[config.mk]
export PLATFORM = sky130hd
export DESIGN_NAME = qdec_ctx_mem_arb
export DESIGN_NICKNAME = d
export VERILOG_FILES = /design/src/rtl/qdec_ctx_mem_arb.sv
export SDC_FILE = /design/constraint.sdc
export NUM_CORES = 1
export LEC_CHECK = 0
export ABC_AREA = 1
export BUFFER_PORTS_ARGS = -buffer_cell sky130_fd_sc_hd__buf_2
export CORE_ASPECT_RATIO = 0.5
export CORE_MARGIN = 2
export CORE_UTILIZATION = 50
export CTS_BUF_LIST = sky130_fd_sc_hd__clkbuf_8
export CTS_CLUSTER_DIAMETER = 100
export CTS_CLUSTER_SIZE = 40
export DETAILED_ROUTE_END_ITERATION = 10
export PLACE_DENSITY = 0.84
export RECOVER_POWER = 100
export SLEW_MARGIN = 20
export SYNTH_ARGS = -nofsm -noshare
export SYNTH_HDL_FRONTEND = slang
export SYNTH_SLANG_ARGS = --single-unit
[constraint.sdc]
create_clock -name clk -period 2.2 [get_ports clk]
set_input_delay 0.11 -clock clk [delete_from_list [all_inputs] [get_ports clk]]
set_output_delay 0.11 -clock clk [all_outputs]
set_load 0.01 [all_outputs]
[src/rtl/qdec_ctx_mem_arb.sv]
// qdec_ctx_mem_arb
//   Arbitrates the single-port CABAC context RAM between the context-init
//   writer, the arithmetic-decoder read port and the state-update writeback.
//   Writebacks go into a small FIFO so reads win the port; reads that hit a
//   buffered address are forwarded from the FIFO with the same latency as a
//   memory read.
//
// Ports
//   clk, rst_n                  clock, asynchronous active-low reset
//   init_vld/addr/wdata/rdy     context-init write request / accept
//   rd_vld/addr/rdy             context read request / accept
//   rsp_vld/data                read response (in order, one cycle each)
//   wb_vld/addr/wdata/rdy       writeback request / accept
//   wb_empty                    write buffer empty
//   ctx_addr/wdata/we/re        registered memory command
//   ctx_rdata                   memory read data (MEM_RD_LAT after ctx_re)

module qdec_ctx_mem_arb #(
  parameter int ADDR_W     = 10,
  parameter int DATA_W     = 8,
  parameter int WB_DEPTH   = 2,
  parameter int MEM_RD_LAT = 1
) (
  input  logic              clk,
  input  logic              rst_n,
  input  logic              init_vld,
  input  logic [ADDR_W-1:0] init_addr,
  input  logic [DATA_W-1:0] init_wdata,
  output logic              init_rdy,
  input  logic              rd_vld,
  input  logic [ADDR_W-1:0] rd_addr,
  output logic              rd_rdy,
  output logic [DATA_W-1:0] rsp_data,
  output logic              rsp_vld,
  input  logic              wb_vld,
  input  logic [ADDR_W-1:0] wb_addr,
  input  logic [DATA_W-1:0] wb_wdata,
  output logic              wb_rdy,
  output logic              wb_empty,
  output logic [ADDR_W-1:0] ctx_addr,
  output logic [DATA_W-1:0] ctx_wdata,
  output logic              ctx_we,
  output logic              ctx_re,
  input  logic [DATA_W-1:0] ctx_rdata
);

  localparam int CNT_W  = $clog2(WB_DEPTH + 1);
  localparam int PIPE_D = MEM_RD_LAT + 1;

  typedef enum logic [2:0] {
    G_NONE, G_INIT, G_READ, G_DRAIN, G_DRAIN_FORCE
  } grant_t;

  grant_t grant;

  // Write buffer kept as a shift FIFO: entry 0 is the oldest.
  logic [ADDR_W-1:0] wb_addr_q [WB_DEPTH];
  logic [DATA_W-1:0] wb_data_q [WB_DEPTH];
  logic [CNT_W-1:0]  wb_cnt;
  logic [CNT_W-1:0]  wr_idx;

  logic buf_full, buf_empty, drain, push;
  logic fwd_hit;
  logic [DATA_W-1:0] fwd_data;

  logic [PIPE_D-1:0] pipe_vld, pipe_hit;
  logic [DATA_W-1:0] pipe_data [PIPE_D];

  assign buf_full  = (wb_cnt == CNT_W'(WB_DEPTH));
  assign buf_empty = (wb_cnt == '0);

  always_comb begin
    grant = G_NONE;
    if (buf_full && wb_vld)       grant = G_DRAIN_FORCE;
    else if (init_vld && buf_empty) grant = G_INIT;
    else if (init_vld)            grant = G_DRAIN_FORCE;
    else if (rd_vld)              grant = G_READ;
    else if (!buf_empty)          grant = G_DRAIN;
  end

  assign drain    = (grant == G_DRAIN) || (grant == G_DRAIN_FORCE);
  assign init_rdy = (grant == G_INIT);
  assign rd_rdy   = (grant == G_READ);
  assign wb_rdy   = !buf_full || drain;
  assign wb_empty = buf_empty;
  assign push     = wb_vld && wb_rdy;
  // On a simultaneous pop the new entry lands one slot lower.
  assign wr_idx   = wb_cnt - CNT_W'(drain);

  // Newest matching entry wins: later (younger) slots override earlier ones.
  always_comb begin
    fwd_hit  = 1'b0;
    fwd_data = '0;
    for (int i = 0; i < WB_DEPTH; i++) begin
      if ((CNT_W'(i) < wb_cnt) && (wb_addr_q[i] == rd_addr)) begin
        fwd_hit  = 1'b1;
        fwd_data = wb_data_q[i];
      end
    end
  end

  always_ff @(posedge clk or negedge rst_n) begin
    if (!rst_n) begin
      wb_cnt <= '0;
      for (int i = 0; i < WB_DEPTH; i++) begin
        wb_addr_q[i] <= '0;
        wb_data_q[i] <= '0;
      end
    end else begin
      if (drain) begin
        for (int i = 0; i < WB_DEPTH - 1; i++) begin
          wb_addr_q[i] <= wb_addr_q[i+1];
          wb_data_q[i] <= wb_data_q[i+1];
        end
      end
      for (int i = 0; i < WB_DEPTH; i++) begin
        if (push && (CNT_W'(i) == wr_idx)) begin
          wb_addr_q[i] <= wb_addr;
          wb_data_q[i] <= wb_wdata;
        end
      end
      wb_cnt <= wb_cnt + CNT_W'(push) - CNT_W'(drain);
    end
  end

  always_ff @(posedge clk or negedge rst_n) begin
    if (!rst_n) begin
      ctx_we    <= 1'b0;
      ctx_re    <= 1'b0;
      ctx_addr  <= '0;
      ctx_wdata <= '0;
    end else begin
      ctx_we <= 1'b0;
      ctx_re <= 1'b0;
      case (grant)
        G_INIT: begin
          ctx_we    <= 1'b1;
          ctx_addr  <= init_addr;
          ctx_wdata <= init_wdata;
        end
        G_DRAIN, G_DRAIN_FORCE: begin
          ctx_we    <= 1'b1;
          ctx_addr  <= wb_addr_q[0];
          ctx_wdata <= wb_data_q[0];
        end
        G_READ: begin
          if (!fwd_hit) begin
            ctx_re   <= 1'b1;
            ctx_addr <= rd_addr;
          end
        end
        default: ;
      endcase
    end
  end

  // Response pipe: forwarded hits travel alongside misses so both
  // answer after the same number of cycles and stay in order.
  always_ff @(posedge clk or negedge rst_n) begin
    if (!rst_n) begin
      pipe_vld <= '0;
      pipe_hit <= '0;
      for (int i = 0; i < PIPE_D; i++) pipe_data[i] <= '0;
    end else begin
      pipe_vld[0]  <= (grant == G_READ);
      pipe_hit[0]  <= fwd_hit;
      pipe_data[0] <= fwd_data;
      for (int i = 1; i < PIPE_D; i++) begin
        pipe_vld[i]  <= pipe_vld[i-1];
        pipe_hit[i]  <= pipe_hit[i-1];
        pipe_data[i] <= pipe_data[i-1];
      end
    end
  end

  assign rsp_vld  = pipe_vld[PIPE_D-1];
  assign rsp_data = pipe_hit[PIPE_D-1] ? pipe_data[PIPE_D-1] : ctx_rdata;

endmodule

# After elaboration in Yosys (flattened, before gate mapping)
# Cells that the tools add are included.
dict set report word_totals {
  ff_bits 78
  latch_bits 0
  ramBits 0
  rom_bits 0
  inputBits 59
  output_inout_bits 33
  elab_cells 65
  memories 0
}
dict set report op_classes {
  add_sub_neg 3
  mul 0
  div 0
  n_lt_le_gt_ge 2
  n_eq_ne 9
  n_shift 0
  muxes 20
  n_bitwise 0
  reduce_logical 18
}
# cell n
set ops {}
lappend ops {{$mux W8} 5}
lappend ops {{$mux W10} 3}
lappend ops {{$pmux W10 S3} 1}
lappend ops {{$eq A10 B10 Y1} 2}
lappend ops {{$pmux W8 S2} 1}
lappend ops {{$mux W3} 3}
lappend ops {{$logic_and A1 B1 Y1} 7}
lappend ops {{$eq A3 B2 Y1 const B} 2}
lappend ops {{$mux W1} 5}
lappend ops {{$logic_not A2 Y1} 2}
lappend ops {{$lt A1 B2 Y1 const A} 2}
lappend ops {{$mux W2} 2}
lappend ops {{$reduce_bool A2 Y1} 2}
lappend ops {{$sub A2 B1 Y2} 2}
lappend ops {{$eq A3 B1 Y1 const B} 1}
lappend ops {{$eq A3 B3 Y1 const B} 1}
lappend ops {{$reduce_bool A3 Y1} 1}
lappend ops {{$reduce_or A3 Y1} 1}
lappend ops {{$add A2 B1 Y2} 1}
lappend ops {{$eq A1 B2 Y1 const A} 1}
lappend ops {{$eq A2 B2 Y1 const B} 1}
lappend ops {{$logic_or A1 B1 Y1} 2}
lappend ops {{$ne A2 B2 Y1 const B} 1}
lappend ops {{$reduce_and A2 Y1} 1}
lappend ops {{other kinds (2)} 2}

# Depth between registers and ports, before layout
dict set report depth {
  ltp_word 12
  depth_mapped 16
  depth_no_buf 14
}

# Least setup slack after synthesis
# OpenSTA, ideal clock, no wires.
dict set report synth_path {
  kind {register -> register}
  from {register wb_cnt[1]}
  to {register wb_addr_q[12] (netlist name)}
  setup_ns 0.122
  arrival_ns 2.110
  required_time_ns 2.078
  setup_slack_ns -0.032
  path_stages_with_launch 12
  path_cell_list {dfrtp_1 nor2_2 inv_2 nand2_8 inv_4 ha_1 nand2_1 nor2_8 inv_4 buf_4 o22ai_1 nor2_1}
}
dict set report synth_via {
  elab_chain_len 12
  elab_cells_between_ends 20
  cone_classes {add/sub: 1; eq/ne: 3; mux: 6; reduce/logical: 10}
}
# item line_no
set synth_lines {}
lappend synth_lines {{from (decl)} 59} ;# logic [CNT_W-1:0] wb_cnt;
lappend synth_lines {{from (signal assigned)} 122} ;# wb_cnt <= wb_cnt + CNT_W'(push) - CNT_W'(drain);
lappend synth_lines {{$logic_not A2 Y1 (*)} 70} ;# assign buf_empty = (wb_cnt == '0);
lappend synth_lines {{named net wb_empty} 39} ;# output logic wb_empty,
lappend synth_lines {{$mux W2} 78} ;# else if (!buf_empty) grant = G_DRAIN;
lappend synth_lines {{$mux W2} 77} ;# else if (rd_vld) grant = G_READ;
lappend synth_lines {{$mux W3} 76} ;# else if (init_vld) grant = G_DRAIN_FORCE;
lappend synth_lines {{$mux W3 (*)} 75} ;# else if (init_vld && buf_empty) grant = G_INIT;
lappend synth_lines {{$mux W3 (*)} 74} ;# if (buf_full && wb_vld) grant = G_DRAIN_FORCE;
lappend synth_lines {{$eq A3 B2 Y1 or $eq A3 B3 Y1 (tied branches)} 81} ;# assign drain = (grant == G_DRAIN) || (grant == G_DRAIN_FORCE);
lappend synth_lines {{$logic_or A1 B1 Y1 (*)} 81}
lappend synth_lines {{$sub A2 B1 Y2 or $logic_or A1 B1 Y1 (tied branches)} {88, 84}}
lappend synth_lines {{$logic_not A2 Y1 or $logic_and A1 B1 Y1 (tied branches)} {117, 86}}
lappend synth_lines {{$logic_and A1 B1 Y1} 117} ;# if (push && (CNT_W'(i) == wr_idx)) begin
lappend synth_lines {{$mux W10 or $reduce_bool A2 Y1 (tied branches)} --}
lappend synth_lines {{to (signal, indexed assignment)} 112} ;# wb_addr_q[i] <= wb_addr_q[i+1];
lappend synth_lines {{to (signal, indexed assignment)} 118} ;# wb_addr_q[i] <= wb_addr;
lappend synth_lines {{to (decl)} 57} ;# logic [ADDR_W-1:0] wb_addr_q [WB_DEPTH];
# The timed path passes the listed nets; every way through them passes the cells marked *.
# A chain may end at the register's enable or synchronous reset.

# Worst setup path after layout
dict set report layout_path {
  from {register wb_cnt[0]}
  to {register wb_data_q[9] (netlist name)}
}
dict set report layout_via {
  elab_chain_len 12
  elab_cells_between_ends 20
  cone_classes {add/sub: 1; eq/ne: 3; mux: 6; reduce/logical: 10}
}
# item line_no
set layout_lines {}
lappend layout_lines {{$logic_not A2 Y1} 70}
lappend layout_lines {{$mux W2} 78}
lappend layout_lines {{$mux W2} 77}
lappend layout_lines {{$mux W3} 76}
lappend layout_lines {{$mux W3} 75}
lappend layout_lines {{$mux W3} 74}
lappend layout_lines {{$eq A3 B2 Y1 or $eq A3 B3 Y1 (tied branches)} 81}
lappend layout_lines {{$logic_or A1 B1 Y1} 81}
lappend layout_lines {{$sub A2 B1 Y2 or $logic_or A1 B1 Y1 (tied branches)} {88, 84}}
lappend layout_lines {{$logic_not A2 Y1 or $logic_and A1 B1 Y1 (tied branches)} {117, 86}}
lappend layout_lines {{$logic_and A1 B1 Y1} 117}
lappend layout_lines {{$mux W8 or $reduce_bool A2 Y1 (tied branches)} --}
lappend layout_lines {{to (signal, indexed assignment)} 113} ;# wb_data_q[i] <= wb_data_q[i+1];
lappend layout_lines {{to (signal, indexed assignment)} 119} ;# wb_data_q[i] <= wb_wdata;
lappend layout_lines {{to (decl)} 58} ;# logic [DATA_W-1:0] wb_data_q [WB_DEPTH];
# Several ways; a longest one is shown, not always the timed one.

==> flow_summary.ini <==
[run_status]
status = complete, no violations

[placed_design]
gp_congestion = 0.932
io_buffers = 91
dp_slack_ps = 42.4
dp_hpwl_um = 6990

[drt]
dr.pass1.iters = 5
viasPerCell = 5.21
drc = 0
wire_per_inst_um = 14.3
drt_wl_total_um = 9390
ant_nets = 0
vias = 3421
drtIter0Drc = 259

[final_layout]
fin_nets = 605
final_common_cell = nand2_1
syn_to_final_growth_pct = 18.6
final_cell_mix = 102 x nand2_1, 78 x dfrtp_1, 61 x buf_2
fillers = 659
antenna_cells = 0
drive_gt1_frac = 0.245
post-route-util = 0.627

[global_routing]
antenna_found_initial = 0
overflow = 0
grt_max_degree = 44
grt_pass1_wl_um = 15300
track_usage = 0.234
grt_pass1_vias = 3177

[cts]
clk_latency_ps = 350
path_clk_slew_ps = 80
cts_tree = yes
clk_path_buf_depth = 2
root_buffer = clkbuf_8
cts_made_buffers = 9
clock_sinks = 78
htree_levels = 3

[sta]
skew_ps = 7.09
rsz0062_at_grt = true
setup_viol = 0
fin_ws_ps = 123
report.final.slew_viol_count = 0
period_share = 0.944
fmax_ghz = 0.482
hold_viol = 0
maxSlewHeadroom = 0.255
holdWs_ps = 21.2
worst_pin_slew_ps = 1120
period_minus_slack_ps = 2080

[floorplanning]
start_util = 0.528
die_x_um = 130
core_mm2 = 0.00749
ios = 92
core.rowCount = 22
die_h_um = 66.9
dieArea_mm2 = 0.00868

[setup_path]
cp_top_family = simple AND/OR/NAND/NOR gates
crit_chain = inv_1 -> nand3_2 -> nand2_2 -> nand2_8 -> inv_4 -> ha_1 -> nand2_2 -> nor2_8 -> buf_4 -> nor2_8 -> a21oi_1
rr_startpoint = wb_cnt[0]$_DFF_PN0_
rrSetupSlack_ps = 120
rr_endpoint = wb_data_q[9]$_DFFE_PN0P_
setup.worst_path.end_class = flip-flop
crit_required_ps = 2430
slowest_stage = dfrtp_1
cp.arrival_ps = 2300
worstPathMaxFanout = 17
path_class = reg -> reg
path_buf_inv = 3
critPathMaxStageDelay_ps = 430
start_kind = flip-flop
reg2reg_depth = 11

[synth]
syn_nets = 510
ys_seq_elements = 78
syn_avg_cell_area_um2 = 8.83
synth_top_area_share = 0.493
synthesis.area_mm2 = 0.00396
synth_area_leader_cell = dfrtp_1
syn_inst = 448
ys_seq_area_frac = 0.493
synth_warnings = 0
synth_cell_types = 35
synthTopCellsByArea = dfrtp_1 49%, nand2_1 9.7%, nand3_1 5.8%

[pwr]
ir_worst_vdd_mv = 0.612
total_power_mw = 6.23
leakage_nw = 2.36
powerDensity_mw_per_mm2 = 1330

[worst_hold_path]
holdPathStages = 2
min_to = wb_addr_q[2]$_DFFE_PN0P_
min_path_type = in -> reg
hp-start = wb_addr[2]

[job]
cap_violations = 0
-- Yosys cell counts --
| cell type | n |
|---|---|
| xor2_1 | 1 |
| a221oi_2 | 1 |
| nor3_1 | 2 |
| mux2_2 | 9 |
| inv_4 | 2 |
| nand3_2 | 2 |
| inv_2 | 5 |
| nand2_8 | 2 |
| buf_2 | 6 |
| nand2_2 | 5 |
| inv_1 | 52 |
| ha_1 | 3 |
| buf_6 | 4 |
| dfrtp_1 | 78 |
| a21oi_1 | 24 |
| nor2_4 | 2 |
| o211a_1 | 1 |
| o22ai_2 | 9 |
| nor2_2 | 1 |
| xnor2_1 | 3 |
| nor2_1 | 34 |
| clkbuf_1 | 2 |
| nor2_8 | 2 |
| a21oi_2 | 9 |
| o21ai_0 | 3 |
| o21ai_1 | 15 |
| o221ai_1 | 2 |
| buf_8 | 1 |
| o211ai_2 | 3 |
| nand4_1 | 3 |
| nand2_1 | 102 |
| o22ai_1 | 8 |
| buf_4 | 1 |
| o211ai_1 | 5 |
| nand3_1 | 46 |
-- per-layer routing --
metal | wire (um) | GRT usage | up-vias | part of all wire
li1 | - | - | 1659 | -
met1 | 4300 | 0.311 | 1637 | 0.46
met2 | 4420 | 0.371 | 109 | 0.47
met3 | 519 | 0.0699 | 16 | 0.055
met4 | 144 | 0.0726 | 0 | 0.015
met5 | 0 | 0 | - | 0
-- final cells by class --
cell class	count	area [um2]	share of cell area
tap	108	135	0.0288
sequential	78	1950	0.416
clock buffer	10	138	0.0293
multi-input combinational	297	1670	0.357
timing repair buffer	98	499	0.106
inverter	59	231	0.0493
clock inverter	6	62.6	0.0133
-- metrics by stage --
step                      TNS [ps]  cell area, um2  cells
final                            0            4690    656
after detailed placement         0            4510    638
after global placement           0            4510    638
after floorplan                  0            3960    448
after CTS                        0            4720    655
after global routing         -12.8            4690    656
-- power by group --
| part | total [mW] | internal (mW) | switching, mW |
|---|---|---|---|
| combinational | 2.83 | 1.06 | 1.76 |
| clock | 1.08 | 0.551 | 0.528 |
| sequential | 2.32 | 1.95 | 0.369 |
| total | 6.23 | 3.57 | 2.66 |
-- worst max-delay path by stage --
stage / from / end / slack (ps) / depth (start not counted)
floorplan: wb_cnt[1]$_DFF_PN0_ / wb_addr_q[12]$_DFFE_PN0P_ / 60 / 11
global placement: wb_cnt[0]$_DFF_PN0_ / wb_addr_q[11]$_DFFE_PN0P_ / 110 / 12
detailed placement: wb_cnt[0]$_DFF_PN0_ / wb_data_q[8]$_DFFE_PN0P_ / 40 / 12
CTS: wb_cnt[0]$_DFF_PN0_ / wb_addr_q[15]$_DFFE_PN0P_ / 20 / 12
global route: wb_cnt[0]$_DFF_PN0_ / wb_data_q[15]$_DFFE_PN0P_ / -10 / 14
finish: wb_cnt[0]$_DFF_PN0_ / wb_data_q[9]$_DFFE_PN0P_ / 120 / 11
-- what timing repair did --
action / CTS / global route
endpoints found under the hold margin: 42 / 0
setup endpoints to repair: 0 / 18
resized for setup: 0 / 3
setup buffers: 0 / 1
hold buffers: 1 / 0
-- flip-flops by register name, summed over array words and instances (netlist names) --
register and flops:
wb_addr_q 20, pipe_data 16, wb_data_q 16, ctx_addr 10, ctx_wdata 8, pipe_hit 2, pipe_vld 2, wb_cnt 2
ctx_re 1, ctx_we 1
-- kinds of logic (layout without fill, tap and decap cells) --
family                   after synthesis  count (layout)  share of synthesized area
buffers and inverters                 73             173                     0.0838
multiplexers                           9               9                     0.0256
AND/OR/NAND/NOR                      201             201                      0.235
adder cells (fa/ha/maj)                3               3                    0.00949
flip-flops                            78              78                      0.493
AO/OA/AOI/OAI                         80              80                      0.144
XOR/XNOR                               4               4                    0.00886
No activity file was read; power rests on OpenSTA's default activity.
